$ cat config.mk
export PLATFORM = sky130hd
export DESIGN_NAME = tlul_gpio_slave_flat
export DESIGN_NICKNAME = d
export VERILOG_FILES = /design/src/rtl/tlul_pkg.sv /design/src/rtl/tlul_gpio_slave_if.sv /design/src/rtl/tlul_sync2.sv /design/src/rtl/tlul_gpio_slave.sv /design/src/flat_wrapper.sv
export SDC_FILE = /design/constraint.sdc
export NUM_CORES = 1
export LEC_CHECK = 0
export CORE_ASPECT_RATIO = 1.4
export CORE_MARGIN = 4
export CORE_UTILIZATION = 35
export DETAILED_ROUTE_END_ITERATION = 16
export GPL_ROUTABILITY_DRIVEN = 0
export HOLD_SLACK_MARGIN = 0.1
export SKIP_CTS_REPAIR_TIMING = 1
export SYNTH_ARGS = -nofsm -noshare
export SYNTH_HDL_FRONTEND = slang
export SYNTH_SLANG_ARGS = --single-unit
$ cat constraint.sdc
create_clock -name clk -period 2.5 [get_ports clk]
set_input_delay 0.5 -clock clk [delete_from_list [all_inputs] [get_ports clk]]
set_output_delay 0.5 -clock clk [all_outputs]
set_load 0.1 [all_outputs]
$ cat src/rtl/tlul_pkg.sv
// Shared TL-UL constants, default widths and GPIO register offsets.
package tlul_pkg;

  localparam int unsigned TlAddrWidth = 32;
  localparam int unsigned TlDataWidth = 32;
  localparam int unsigned TlSrcWidth  = 2;
  localparam int unsigned TlSinkWidth = 1;

  // A-channel opcodes
  localparam logic [2:0] OpPutFullData    = 3'd0;
  localparam logic [2:0] OpPutPartialData = 3'd1;
  localparam logic [2:0] OpGet            = 3'd4;

  // D-channel opcodes
  localparam logic [2:0] OpAccessAck      = 3'd0;
  localparam logic [2:0] OpAccessAckData  = 3'd1;

  // GPIO register offsets within the 4 KiB region
  localparam logic [11:0] OffDataOut   = 12'h000;
  localparam logic [11:0] OffDataIn    = 12'h004;
  localparam logic [11:0] OffDir       = 12'h008;
  localparam logic [11:0] OffIntrEn    = 12'h00C;
  localparam logic [11:0] OffIntrState = 12'h010;

  typedef enum logic {StIdle, StResp} gpio_state_e;

endpackage

$ cat src/rtl/tlul_gpio_slave_if.sv
// TL-UL A/D channel bundle between a host and the GPIO slave.
interface tlul_gpio_slave_if
  import tlul_pkg::*;
#(
  parameter int unsigned ADDR_WIDTH = TlAddrWidth,
  parameter int unsigned SRC_WIDTH  = TlSrcWidth,
  parameter int unsigned SINK_WIDTH = TlSinkWidth
);
  logic                  a_valid;
  logic                  a_ready;
  logic [2:0]            a_opcode;
  logic [2:0]            a_param;
  logic [2:0]            a_size;
  logic [SRC_WIDTH-1:0]  a_source;
  logic [ADDR_WIDTH-1:0] a_address;
  logic [3:0]            a_mask;
  logic [31:0]           a_data;

  logic                  d_valid;
  logic                  d_ready;
  logic [2:0]            d_opcode;
  logic [2:0]            d_param;
  logic [2:0]            d_size;
  logic [SRC_WIDTH-1:0]  d_source;
  logic [SINK_WIDTH-1:0] d_sink;
  logic [31:0]           d_data;
  logic                  d_error;

  modport master (
    output a_valid, a_opcode, a_param, a_size, a_source, a_address, a_mask, a_data, d_ready,
    input  a_ready, d_valid, d_opcode, d_param, d_size, d_source, d_sink, d_data, d_error
  );

  modport slave (
    input  a_valid, a_opcode, a_param, a_size, a_source, a_address, a_mask, a_data, d_ready,
    output a_ready, d_valid, d_opcode, d_param, d_size, d_source, d_sink, d_data, d_error
  );
endinterface

$ cat src/rtl/tlul_sync2.sv
// Two-flop synchroniser for asynchronous level inputs.
module tlul_sync2 #(
  parameter int unsigned WIDTH = 1
) (
  input  logic             clk,
  input  logic             reset,
  input  logic [WIDTH-1:0] d_i,
  output logic [WIDTH-1:0] q_o
);
  logic [WIDTH-1:0] meta_q, meta_d, sync_q, sync_d;

  // Next state: shift the input through the two stages.
  always_comb begin
    meta_d = d_i;
    sync_d = meta_q;
  end

  // Synchroniser stages, cleared by synchronous reset.
  always_ff @(posedge clk) begin
    if (reset) begin
      meta_q <= '0;
      sync_q <= '0;
    end else begin
      meta_q <= meta_d;
      sync_q <= sync_d;
    end
  end

  assign q_o = sync_q;
endmodule

$ cat src/rtl/tlul_gpio_slave.sv
// TL-UL GPIO slave: output data/direction registers, synchronised inputs and
// rising-edge interrupts, one outstanding transaction at a time.
module tlul_gpio_slave
  import tlul_pkg::*;
#(
  parameter int unsigned           ADDR_WIDTH = TlAddrWidth,
  parameter int unsigned           DATA_WIDTH = TlDataWidth,
  parameter int unsigned           SRC_WIDTH  = TlSrcWidth,
  parameter int unsigned           SINK_WIDTH = TlSinkWidth,
  parameter int unsigned           GPIO_WIDTH = 32,
  parameter logic [ADDR_WIDTH-1:0] BASE_ADDR  = '0,
  parameter logic [ADDR_WIDTH-1:0] BASE_MASK  = ADDR_WIDTH'(32'hFFFF_F000)
) (
  input  logic                  clk,
  input  logic                  reset,
  tlul_gpio_slave_if.slave      tl,
  input  logic [GPIO_WIDTH-1:0] gpio_in,
  output logic [GPIO_WIDTH-1:0] gpio_out,
  output logic [GPIO_WIDTH-1:0] gpio_oe,
  output logic                  intr
);
  localparam logic [DATA_WIDTH-1:0] GpioMask = DATA_WIDTH'((64'd1 << GPIO_WIDTH) - 64'd1);

  gpio_state_e           state_q, state_d;
  logic [DATA_WIDTH-1:0] data_out_q, data_out_d, dir_q, dir_d;
  logic [DATA_WIDTH-1:0] intr_en_q, intr_en_d, intr_state_q, intr_state_d;
  logic [DATA_WIDTH-1:0] gpio_prev_q, gpio_prev_d;
  logic                  intr_q, intr_d;
  logic                  d_valid_q, d_valid_d, d_error_q, d_error_d;
  logic [2:0]            d_opcode_q, d_opcode_d, d_size_q, d_size_d;
  logic [SRC_WIDTH-1:0]  d_source_q, d_source_d;
  logic [DATA_WIDTH-1:0] d_data_q, d_data_d;

  logic                  accept, op_ok, is_put, misaligned, base_hit, reg_hit, err, wr_en;
  logic [11:0]           reg_off;
  logic [DATA_WIDTH-1:0] wmask, rdata, sync_ext, rise;
  logic [GPIO_WIDTH-1:0] gpio_sync;

  tlul_sync2 #(.WIDTH(GPIO_WIDTH)) u_sync (
    .clk   (clk),
    .reset (reset),
    .d_i   (gpio_in),
    .q_o   (gpio_sync)
  );

  assign sync_ext = DATA_WIDTH'(gpio_sync);
  assign rise     = sync_ext & ~gpio_prev_q;

  // Ready depends only on state and reset, never on a_valid.
  assign tl.a_ready = (state_q == StIdle) && !reset;
  assign accept     = tl.a_valid && tl.a_ready;

  // Request decode: legality checks and register read mux.
  always_comb begin
    // Sub-word accesses address the containing word register.
    reg_off    = {tl.a_address[11:2], 2'b00};
    op_ok      = tl.a_opcode inside {OpGet, OpPutFullData, OpPutPartialData};
    is_put     = (tl.a_opcode == OpPutFullData) || (tl.a_opcode == OpPutPartialData);
    misaligned = 1'b0;
    case (tl.a_size)
      3'd1:    misaligned = tl.a_address[0];
      3'd2:    misaligned = |tl.a_address[1:0];
      default: misaligned = 1'b0;
    endcase
    base_hit = (tl.a_address & BASE_MASK) == BASE_ADDR;
    reg_hit  = 1'b1;
    rdata    = '0;
    unique case (reg_off)
      OffDataOut:   rdata = data_out_q;
      OffDataIn:    rdata = sync_ext;
      OffDir:       rdata = dir_q;
      OffIntrEn:    rdata = intr_en_q;
      OffIntrState: rdata = intr_state_q;
      default:      reg_hit = 1'b0;
    endcase
    err   = !op_ok || (tl.a_size > 3'd2) || misaligned || !base_hit || !reg_hit;
    wr_en = accept && !err && is_put;
    wmask = {{8{tl.a_mask[3]}}, {8{tl.a_mask[2]}}, {8{tl.a_mask[1]}}, {8{tl.a_mask[0]}}};
  end

  // Register writes, edge detection and interrupt level.
  always_comb begin
    data_out_d   = data_out_q;
    dir_d        = dir_q;
    intr_en_d    = intr_en_q;
    intr_state_d = intr_state_q;
    if (wr_en) begin
      case (reg_off)
        OffDataOut:   data_out_d = ((data_out_q & ~wmask) | (tl.a_data & wmask)) & GpioMask;
        OffDir:       dir_d = ((dir_q & ~wmask) | (tl.a_data & wmask)) & GpioMask;
        OffIntrEn:    intr_en_d = ((intr_en_q & ~wmask) | (tl.a_data & wmask)) & GpioMask;
        OffIntrState: intr_state_d = intr_state_q & ~(tl.a_data & wmask);
        default:      ;
      endcase
    end
    // A new edge wins over a simultaneous clear.
    intr_state_d = (intr_state_d | rise) & GpioMask;
    gpio_prev_d  = sync_ext;
    intr_d       = |(intr_state_q & intr_en_q);
  end

  // Transaction FSM and registered D-channel fields.
  always_comb begin
    state_d    = state_q;
    d_valid_d  = d_valid_q;
    d_opcode_d = d_opcode_q;
    d_size_d   = d_size_q;
    d_source_d = d_source_q;
    d_data_d   = d_data_q;
    d_error_d  = d_error_q;
    unique case (state_q)
      StIdle: begin
        if (accept) begin
          state_d    = StResp;
          d_valid_d  = 1'b1;
          d_opcode_d = (tl.a_opcode == OpGet) ? OpAccessAckData : OpAccessAck;
          d_size_d   = tl.a_size;
          d_source_d = tl.a_source;
          d_error_d  = err;
          d_data_d   = ((tl.a_opcode == OpGet) && !err) ? rdata : '0;
        end
      end
      StResp: begin
        if (tl.d_ready) begin
          state_d   = StIdle;
          d_valid_d = 1'b0;
        end
      end
      default: state_d = StIdle;
    endcase
  end

  // All state, cleared by synchronous reset; a pending response is dropped.
  always_ff @(posedge clk) begin
    if (reset) begin
      state_q      <= StIdle;
      data_out_q   <= '0;
      dir_q        <= '0;
      intr_en_q    <= '0;
      intr_state_q <= '0;
      gpio_prev_q  <= '0;
      intr_q       <= 1'b0;
      d_valid_q    <= 1'b0;
      d_opcode_q   <= '0;
      d_size_q     <= '0;
      d_source_q   <= '0;
      d_data_q     <= '0;
      d_error_q    <= 1'b0;
    end else begin
      state_q      <= state_d;
      data_out_q   <= data_out_d;
      dir_q        <= dir_d;
      intr_en_q    <= intr_en_d;
      intr_state_q <= intr_state_d;
      gpio_prev_q  <= gpio_prev_d;
      intr_q       <= intr_d;
      d_valid_q    <= d_valid_d;
      d_opcode_q   <= d_opcode_d;
      d_size_q     <= d_size_d;
      d_source_q   <= d_source_d;
      d_data_q     <= d_data_d;
      d_error_q    <= d_error_d;
    end
  end

  assign tl.d_valid  = d_valid_q;
  assign tl.d_opcode = d_opcode_q;
  assign tl.d_param  = '0;
  assign tl.d_size   = d_size_q;
  assign tl.d_source = d_source_q;
  assign tl.d_sink   = '0;
  assign tl.d_data   = d_data_q;
  assign tl.d_error  = d_error_q;

  assign gpio_out = data_out_q[GPIO_WIDTH-1:0];
  assign gpio_oe  = dir_q[GPIO_WIDTH-1:0];
  assign intr     = intr_q;
endmodule

$ cat src/flat_wrapper.sv
// flat-port wrapper written by rule: the top's interface ports become plain ports
module tlul_gpio_slave_flat import tlul_pkg::*;
#(
  parameter int unsigned           ADDR_WIDTH = TlAddrWidth,
  parameter int unsigned           DATA_WIDTH = TlDataWidth,
  parameter int unsigned           SRC_WIDTH  = TlSrcWidth,
  parameter int unsigned           SINK_WIDTH = TlSinkWidth,
  parameter int unsigned           GPIO_WIDTH = 32,
  parameter logic [ADDR_WIDTH-1:0] BASE_ADDR  = '0,
  parameter logic [ADDR_WIDTH-1:0] BASE_MASK  = ADDR_WIDTH'(32'hFFFF_F000)
)
  (clk, reset, gpio_in, gpio_out, gpio_oe, intr, tl_a_valid, tl_a_opcode, tl_a_param, tl_a_size, tl_a_source, tl_a_address, tl_a_mask, tl_a_data, tl_d_ready, tl_a_ready, tl_d_valid, tl_d_opcode, tl_d_param, tl_d_size, tl_d_source, tl_d_sink, tl_d_data, tl_d_error);
  tlul_gpio_slave_if #(.ADDR_WIDTH(ADDR_WIDTH), .SRC_WIDTH(SRC_WIDTH), .SINK_WIDTH(SINK_WIDTH)) tl_i ();
  input  logic clk;
  input  logic reset;
  input  logic [GPIO_WIDTH-1:0] gpio_in;
  output logic [GPIO_WIDTH-1:0] gpio_out;
  output logic [GPIO_WIDTH-1:0] gpio_oe;
  output logic intr;
  input wire logic [$bits(tl_i.a_valid)-1:0] tl_a_valid;
  input wire logic [$bits(tl_i.a_opcode)-1:0] tl_a_opcode;
  input wire logic [$bits(tl_i.a_param)-1:0] tl_a_param;
  input wire logic [$bits(tl_i.a_size)-1:0] tl_a_size;
  input wire logic [$bits(tl_i.a_source)-1:0] tl_a_source;
  input wire logic [$bits(tl_i.a_address)-1:0] tl_a_address;
  input wire logic [$bits(tl_i.a_mask)-1:0] tl_a_mask;
  input wire logic [$bits(tl_i.a_data)-1:0] tl_a_data;
  input wire logic [$bits(tl_i.d_ready)-1:0] tl_d_ready;
  output wire logic [$bits(tl_i.a_ready)-1:0] tl_a_ready;
  output wire logic [$bits(tl_i.d_valid)-1:0] tl_d_valid;
  output wire logic [$bits(tl_i.d_opcode)-1:0] tl_d_opcode;
  output wire logic [$bits(tl_i.d_param)-1:0] tl_d_param;
  output wire logic [$bits(tl_i.d_size)-1:0] tl_d_size;
  output wire logic [$bits(tl_i.d_source)-1:0] tl_d_source;
  output wire logic [$bits(tl_i.d_sink)-1:0] tl_d_sink;
  output wire logic [$bits(tl_i.d_data)-1:0] tl_d_data;
  output wire logic [$bits(tl_i.d_error)-1:0] tl_d_error;
  assign tl_i.a_valid = tl_a_valid;
  assign tl_i.a_opcode = tl_a_opcode;
  assign tl_i.a_param = tl_a_param;
  assign tl_i.a_size = tl_a_size;
  assign tl_i.a_source = tl_a_source;
  assign tl_i.a_address = tl_a_address;
  assign tl_i.a_mask = tl_a_mask;
  assign tl_i.a_data = tl_a_data;
  assign tl_i.d_ready = tl_d_ready;
  assign tl_a_ready = tl_i.a_ready;
  assign tl_d_valid = tl_i.d_valid;
  assign tl_d_opcode = tl_i.d_opcode;
  assign tl_d_param = tl_i.d_param;
  assign tl_d_size = tl_i.d_size;
  assign tl_d_source = tl_i.d_source;
  assign tl_d_sink = tl_i.d_sink;
  assign tl_d_data = tl_i.d_data;
  assign tl_d_error = tl_i.d_error;
  tlul_gpio_slave #(.ADDR_WIDTH(ADDR_WIDTH), .DATA_WIDTH(DATA_WIDTH), .SRC_WIDTH(SRC_WIDTH), .SINK_WIDTH(SINK_WIDTH), .GPIO_WIDTH(GPIO_WIDTH), .BASE_ADDR(BASE_ADDR), .BASE_MASK(BASE_MASK)) u_core (.clk(clk), .reset(reset), .tl(tl_i), .gpio_in(gpio_in), .gpio_out(gpio_out), .gpio_oe(gpio_oe), .intr(intr));
endmodule
# [After elaboration in Yosys (flattened, before gate mapping)]
# Cells that the tools add are included.
[word_totals] ff_bits=268 out_inout_bits=112 word_cells=82 rom_bits=0 mem_count=0 in_bits=115 latch_bits=0 ramBits=0
[op_classes] mul=0 n_mux=13 n_lt_le_gt_ge=1 n_eq_ne=10 reduce_logical=28 shifts=0 bitwise=15 add_sub_neg=0 div_mod_pow=0
[op_table] op="32-bit bitwise AND" count=7
[op_table] op="32-bit one-hot mux with 5 select lines" count=1
[op_table] op="32-bit OR" count=4
[op_table] op="32-bit two-way mux" count=3
[op_table] op="32-bit inverter" count=3
[op_table] op="32-bit zero test" count=1
[op_table] op="32-bit OR reduction" count=1
[op_table] op="10-bit by 2-bit == test with 1-bit output, second input constant" count=2
[op_table] op="12-bit zero test" count=1
[op_table] op="10-bit by 1-bit == test with 1-bit output, second input constant" count=1
[op_table] op="10-bit by 3-bit == test with 1-bit output, second input constant" count=1
[op_table] op="10-bit zero test" count=1
[op_table] op="2-bit AND reduction" count=5
[op_table] op="3-bit by 1-bit == test with 1-bit output, second input constant" count=2
[op_table] op="1-bit two-way mux" count=6
[op_table] op="1-bit one-hot mux with 2 select lines" count=3
[op_table] op="1-bit logical AND" count=5
[op_table] op="1-bit zero test" count=5
[op_table] op="1-bit logical OR" count=5
[op_table] op="5-bit OR reduction" count=1
[op_table] op="3-bit by 2-bit == test with 1-bit output, second input constant" count=1
[op_table] op="3-bit == test, second input constant" count=1
[op_table] op="3-bit by 2-bit greater-than comparator with 1-bit output, second input constant" count=1
[op_table] op="3-bit zero test" count=1
[op_table] op="5 further kinds" count=5

# [Logic depth before layout (Yosys ltp)]
# Gate-level depths: netlist (run 1).
[logic_depth] word_depth=12 ltp_mapped=8 mapped_depth_nobuf=5

# [Cells and area by module]
# A second synthesis (run 1) with hierarchy kept.
[unflattened] hier_cells=1102 hier_area_um2=10998.0
[by_module_without_submodules] mod="tlul_gpio_slave" seq_area_each_um2=4043.9 area_each_um2=9080.0 instances=1 cells_per_inst=967
[by_module_without_submodules] mod="tlul_sync2" seq_area_each_um2=1281.2 area_each_um2=1918.1 instances=1 cells_per_inst=135

# [Worst setup path before layout (run 1)]
# Ideal clock, no wire load.
[synth_timing] path_kind="input port to output port" from="input port reset" to="output port tl_a_ready" t_arrival_ns=2.355 setup_slack_ns=-0.355 t_required_ns=2.000 stages=4 path_buffers=3 path_cell_list="clkbuf_1 -> clkbuf_1 -> clkbuf_1 -> nor2_1"
[synth_between] elab_chain_len=2
[synth_lines] item="from (decl)" line="flat_wrapper.sv:15" rtl="input logic reset;"
[synth_lines] item="1-bit zero test" line="tlul_gpio_slave.sv:50" rtl="assign tl.a_ready = (state_q == StIdle) && !reset;"
[synth_lines] item="1-bit logical AND" line="tlul_gpio_slave.sv:50"
[synth_lines] item="to (decl)" line="flat_wrapper.sv:29" rtl="output wire logic [$bits(tl_i.a_ready)-1:0] tl_a_ready;"
# No other way between the ends.

==> impl_metrics.env, run 1 <==
export IMPL_multiInputGateArea_um2=4990
export IMPL_critPathArrivalTime_ps=2870
export IMPL_top_signal_layer_used="met5"
export IMPL_vias_per_cell=5.00
export IMPL_die_width_um=156
export IMPL_met3RoutedLength_mm=1.83
export IMPL_synth_most_common_cell="sky130_fd_sc_hd__dfxtp_1"
export IMPL_grt_max_degree=195
export IMPL_numCtsBuffers=27
export IMPL_worstSetupEndpointType="register"
export IMPL_ys_dominant_reg_cell="sky130_fd_sc_hd__dfxtp_1"
export IMPL_rsz_0062_raised_after_global_routing="true"
export IMPL_path_clk_slew_ps=60
export IMPL_vdd_ir_drop_max_mv=0.480
export IMPL_maxSlewHeadroom_pct=43.3
export IMPL_power_density_cell_area_nw_per_um2=650
export IMPL_maxCapViolations=0
export IMPL_status="completed"
export IMPL_seq_area_um2=5330
export IMPL_design_die_area_um2=33500
export IMPL_grt_pass1_wl_mm=50.4
export IMPL_max_slew_worst_pin_slew_ps=851
export IMPL_cts_sinks=266
export IMPL_syn_avg_cell_area_um2=10.1
export IMPL_row_count=75
export IMPL_tritoncts="yes"
export IMPL_wl_mm=33.9
export IMPL_place_ws_ps=-708
export IMPL_coreArea_um2=30000
export IMPL_clk_path_buf_depth=3
export IMPL_dieHeight_um=215
export IMPL_regToRegSetupSlack_ps=430
export IMPL_wl_met2_mm=17.4
export IMPL_finalSetupViolations=0
export IMPL_grt_pass1_vias=8313
export IMPL_yosys_top_cells_count="266 x sky130_fd_sc_hd__dfxtp_1, 161 x sky130_fd_sc_hd__nand2b_1, 123 x sky130_fd_sc_hd__mux2i_1"
export IMPL_async_reset_ff_share_pct=0
export IMPL_postRouteAntennaNets=0
export IMPL_synth_edff_count=0
export IMPL_num_fill_cells=2880
export IMPL_timing_final_max_slew_violations=0
export IMPL_max_freq_mhz=405
export IMPL_syn_inst=1059
export IMPL_worst_setup_path_start_kind="primary input"
export IMPL_global_route_overflow_total=0
export IMPL_post_synth_top_area_fraction_pct=49.8
export IMPL_port_buffers=217
export IMPL_cts_htree_levels=1
export IMPL_synth_area_leaders="sky130_fd_sc_hd__dfxtp_1 50%, sky130_fd_sc_hd__mux2i_1 12%, sky130_fd_sc_hd__nand2b_1 9.4%"
export IMPL_critical_path_peak_fanout=8
export IMPL_final_cell_area_um2=14400
export IMPL_io_pin_count=227
export IMPL_layout_drive_gt1_share_pct=18.8
export IMPL_fin_cells=1707
export IMPL_drt_initial_drc_count=360
export IMPL_area_growth_pct=34.5
export IMPL_cts_root_buffer="sky130_fd_sc_hd__clkbuf_16"
export IMPL_placed_cell_area_um2=13400
export IMPL_dpl_cell_count=1658
export IMPL_hold_worst_slack_ps=433
export IMPL_finClkSkew_ps=9.99
export IMPL_required_ps=2910
export IMPL_detailedRoute_firstPassIterationCount=5
export IMPL_antenna_found_initial=3
export IMPL_detailroute_via_count=8534
export IMPL_hold_class="register to register"
export IMPL_nets=1417
export IMPL_fin_setup_tns_ps=0
export IMPL_detail_route_wirelength_met1_mm=13.8
export IMPL_min_tclk_post_route_ps=2470
export IMPL_synth_distinct_cells=41
export IMPL_clock_latency_at_the_later_pin_of_the_worst_skew_pair_ps=530
export IMPL_remaining_drc_errors=0
export IMPL_start_util_pct=35.6
export IMPL_final_critical_path_setup_slack_ps=33.3
export IMPL_post_detail_place_hpwl_mm=24.2
export IMPL_synth_warnings=0
export IMPL_synth_seq_cells=266
export IMPL_synth_top_cell_by_area="sky130_fd_sc_hd__dfxtp_1"
export IMPL_crit_path_category="primary input to register"
export IMPL_global_route_usage_total_pct=19.4
export IMPL_avgRoutedWirePerCell_um=19.8
export IMPL_post_synth_instance_area_um2=10700
export IMPL_finalHoldViolCount=0
export IMPL_power_leakage_nw=5.87
export IMPL_register_area_share_after_synthesis_pct=49.8
export IMPL_timing_final_crit_share_pct=98.7
## area by class of cell
cell class	count	area share, %
flip-flops and latches	266	37.0
multi-input cells	693	34.7
repair buffers	281	17.6
clock buffers	35	5.11
well taps	385	3.35
clock inverters	13	1.35
inverters	33	0.861
diodes	1	0.0174
## logic make-up (layout without fill, tap and decap cells)
logic type             after synthesis  count (layout)  synth area share, %
AND/OR/NAND/NOR                    379             379                 21.2
multiplexers                       133             133                 13.6
buffers and inverters              105             362                 4.26
other                                1               7               0.0351
AO/OA/AOI/OAI                      175             175                 11.1
flip-flops                         266             266                 49.8
## layout by cell type, fill, tap and decap left out, types with 3 or more instances in the layout
cell type,synthesis,routed
sky130_fd_sc_hd__and2_1,4,4
sky130_fd_sc_hd__nor3_1,10,9
sky130_fd_sc_hd__clkinv_2,0,7
sky130_fd_sc_hd__inv_1,33,33
sky130_fd_sc_hd__clkbuf_1,52,5
sky130_fd_sc_hd__buf_4,6,158
sky130_fd_sc_hd__o31ai_2,0,3
sky130_fd_sc_hd__and4_1,4,4
sky130_fd_sc_hd__bufinv_16,0,5
sky130_fd_sc_hd__nand2b_1,161,161
sky130_fd_sc_hd__nor2_1,17,15
sky130_fd_sc_hd__o31ai_1,32,29
sky130_fd_sc_hd__o21ai_0,30,30
sky130_fd_sc_hd__dfxtp_1,266,266
sky130_fd_sc_hd__nand3_2,4,4
sky130_fd_sc_hd__mux2i_1,123,123
sky130_fd_sc_hd__a21oi_1,40,40
sky130_fd_sc_hd__a22o_1,7,7
sky130_fd_sc_hd__a22oi_1,18,18
sky130_fd_sc_hd__nor3_2,2,3
sky130_fd_sc_hd__nor4_1,6,4
sky130_fd_sc_hd__o2bb2ai_1,16,16
sky130_fd_sc_hd__conb_1,1,6
sky130_fd_sc_hd__clkdlybuf4s50_1,0,108
sky130_fd_sc_hd__mux4_2,10,10
sky130_fd_sc_hd__nand4_1,8,8
sky130_fd_sc_hd__or4_4,4,4
sky130_fd_sc_hd__a211oi_1,7,7
sky130_fd_sc_hd__buf_12,0,12
sky130_fd_sc_hd__clkbuf_8,0,3
sky130_fd_sc_hd__clkbuf_16,0,27
sky130_fd_sc_hd__nand2_1,50,50
sky130_fd_sc_hd__a221oi_1,22,22
sky130_fd_sc_hd__nor2b_1,98,98
## critical path, stage by stage
cell and delay, ps:
sky130_fd_sc_hd__clkdlybuf4s50_1 420, sky130_fd_sc_hd__nor4_1 310, sky130_fd_sc_hd__nand4_1 220, sky130_fd_sc_hd__buf_4 200, sky130_fd_sc_hd__or3_4 420, sky130_fd_sc_hd__or4_4 650
sky130_fd_sc_hd__mux2i_1 160
## path summary, 6_finish.rpt
kind | start | end | cells past startpoint
setup / recovery | tl_a_address[14] | register | 7
hold / removal | u_core.u_sync.meta_q[14]$_SDFF_PP0_ | u_core.u_sync.q_o[14]$_SDFF_PP0_ | 1
setup reg to reg | u_core.state_q$_SDFF_PP0_ | register | 6
hold reg to reg | u_core.u_sync.meta_q[14]$_SDFF_PP0_ | u_core.u_sync.q_o[14]$_SDFF_PP0_ | 1
## through the flow
| stage | utilization, % | total power [mW] |
|---|---|---|
| 2_1_floorplan | - | 4.85 |
| 3_3_place_gp | 44.7 | 5.18 |
| 3_5_place_dp | 44.7 | 5.19 |
| 4_1_cts | 47.8 | 9.46 |
| 5_1_grt | 47.9 | 9.67 |
| 6_report | 47.9 | 9.35 |
## metal layers
layer	vias to the layer above	track usage, %
li1	4146	-
met2	230	34.4
met3	51	3.12
met1	4103	24.3
met4	4	5.20
met5	-	0
## where the power goes
group / switching, mW / total, mW / internal [mW]
clock: 1.68 / 4.26 / 2.58
sequential: 0.0632 / 4.40 / 4.34
combinational: 0.370 / 0.696 / 0.326
Note: power is estimated with default switching activity, not from simulation.
==> run 2: changes to the inputs <==
--- a/config.mk
+++ b/config.mk
@@ -12,6 +12,7 @@
 export GPL_ROUTABILITY_DRIVEN = 0
 export HOLD_SLACK_MARGIN = 0.1
 export SKIP_CTS_REPAIR_TIMING = 1
+export SLEW_MARGIN = 20
 export SYNTH_ARGS = -nofsm -noshare
 export SYNTH_HDL_FRONTEND = slang
 export SYNTH_SLANG_ARGS = --single-unit
==> constraint.sdc (replaced) <==
create_clock -name clk -period 2.1 [get_ports clk]
set_input_delay 0.42 -clock clk [delete_from_list [all_inputs] [get_ports clk]]
set_output_delay 0.42 -clock clk [all_outputs]
set_load 0.1 [all_outputs]
==> impl_metrics.env, run 2 (synthesized netlist as in run 1, its figures left out) <==
export IMPL_status="completed"
export IMPL_cts_root_buffer="sky130_fd_sc_hd__clkbuf_16"
export IMPL_tritoncts="yes"
export IMPL_detailedRoute_firstPassIterationCount=5
export IMPL_grt_pass1_wl_mm=50.6
export IMPL_area_growth_pct=38.3
export IMPL_timing_final_crit_share_pct=98.9
export IMPL_postRouteAntennaNets=0
export IMPL_required_ps=2540
export IMPL_avgRoutedWirePerCell_um=19.8
export IMPL_antenna_found_initial=5
export IMPL_detailroute_via_count=8543
export IMPL_layout_cells_most_common="sky130_fd_sc_hd__dfxtp_1"
export IMPL_worst_hold_startpoint="reset"
export IMPL_maxSlewHeadroom_pct=36.0
export IMPL_critPathArrivalTime_ps=2520
export IMPL_max_slew_worst_pin_slew_ps=960
export IMPL_min_delay_worst_endpoint="u_core.u_sync.q_o[29]$_SDFF_PP0_"
export IMPL_place_ws_ps=-755
export IMPL_drt_initial_drc_count=472
export IMPL_grt_max_degree=229
export IMPL_global_route_overflow_total=0
export IMPL_grt_pass1_vias=8628
export IMPL_regToRegSetupSlack_ps=20
export IMPL_wl_mm=34.2
export IMPL_clk_path_buf_depth=3
export IMPL_cts_sinks=266
export IMPL_worst_setup_path_start_kind="register"
export IMPL_design_die_area_um2=33500
export IMPL_cts_htree_levels=1
export IMPL_fin_cells=1725
export IMPL_worstSetupEndpointType="register"
export IMPL_post_detail_place_hpwl_mm=24.4
export IMPL_finalHoldViolCount=0
export IMPL_port_buffers=217
export IMPL_path_clk_slew_ps=60
export IMPL_power_density_cell_area_nw_per_um2=779
export IMPL_clock_latency_at_the_later_pin_of_the_worst_skew_pair_ps=560
export IMPL_final_cell_mix="265 x sky130_fd_sc_hd__dfxtp_1, 170 x sky130_fd_sc_hd__buf_4, 161 x sky130_fd_sc_hd__nand2b_1"
export IMPL_start_util_pct=35.6
export IMPL_hold_class="primary input to register"
export IMPL_numCtsBuffers=28
export IMPL_dieHeight_um=215
export IMPL_rsz_0062_raised_after_global_routing="true"
export IMPL_coreArea_um2=30000
export IMPL_remaining_drc_errors=0
export IMPL_layout_drive_gt1_share_pct=21.4
export IMPL_io_pin_count=227
export IMPL_row_count=75
export IMPL_reg2reg_depth=6
export IMPL_finalSetupViolations=0
export IMPL_max_freq_mhz=482
export IMPL_maxCapViolations=0
export IMPL_die_width_um=156
export IMPL_critical_path_peak_fanout=8
export IMPL_final_critical_path_setup_slack_ps=23.2
export IMPL_global_route_usage_total_pct=19.4
export IMPL_reg2reg_from="u_core.state_q$_SDFF_PP0_"
export IMPL_vias_per_cell=4.95
export IMPL_dpl_cell_count=1669
export IMPL_vdd_ir_drop_max_mv=0.572
export IMPL_finClkSkew_ps=11.1
export IMPL_nets=1434
export IMPL_min_tclk_post_route_ps=2080
export IMPL_power_leakage_nw=6.21
export IMPL_crit_path_category="register to register"
export IMPL_timing_final_max_slew_violations=0
export IMPL_min_path_cells=3
[run 2: cell type report]
class	instances	area (um^2)
multi-input cells	693	5110
fillers	2812	15200
clock inverters	12	218
diodes	4	10.0
flip-flops and latches	266	5330
clock buffers	35	788
repair buffers	297	2740
well taps	385	482
inverters	33	124
[run 2: metrics by stage]
step | utilization [%] | total power [mW] | area [um^2] | TNS, ps | hold slack (ps)
floorplan | - | 5.78 | 10800 | -1140 | 414
CTS | 48.5 | 11.7 | 14600 | -5950 | 168
global placement | 45.1 | 6.19 | 13600 | -80490 | 420
detailed placement | 45.1 | 6.20 | 13600 | -86420 | 425
finish | 49.3 | 11.5 | 14800 | 0 | 192
global route | 49.3 | 11.9 | 14800 | -365 | 206
[run 2: worst max-delay path by stage]
stage | startpoint | to | slack [ps] | depth (start not counted)
finish | u_core.state_q$_SDFF_PP0_ | register | 20 | 6
global route | u_core.state_q$_SDFF_PP0_ | register | -50 | 6
CTS | tl_a_address[14] | register | -150 | 6
detailed placement | tl_a_address[14] | register | -750 | 6
global placement | tl_a_address[13] | register | -690 | 6
floorplan | tl_a_opcode[1] | register | -40 | 6
[run 2: metal layers]
metal  GRT usage [%]  wire, um  vias up
met5               0         0        -
met4            6.57       969        0
met3            3.64      1920       56
met2            35.2     17800      221
met1            22.8     13500     4098
li1                -         -     4168
[run 2: where the power goes]
group          switching (mW)  internal (mW)  total [mW]  leakage (nW)
logic                   0.453          0.408       0.861          3.56
clock network            2.06           3.37        5.43         0.485
registers              0.0745           5.16        5.24          2.16
total                    2.59           8.94        11.5          6.21
[run 2: worst max-delay path, stage by stage (launching register included)]
cell and delay (ps):
sky130_fd_sc_hd__dfxtp_2 320, sky130_fd_sc_hd__or3b_4 380, sky130_fd_sc_hd__nor3_2 190, sky130_fd_sc_hd__buf_4 180, sky130_fd_sc_hd__nand2_2 70, sky130_fd_sc_hd__or4_4 630, sky130_fd_sc_hd__mux2i_2 200
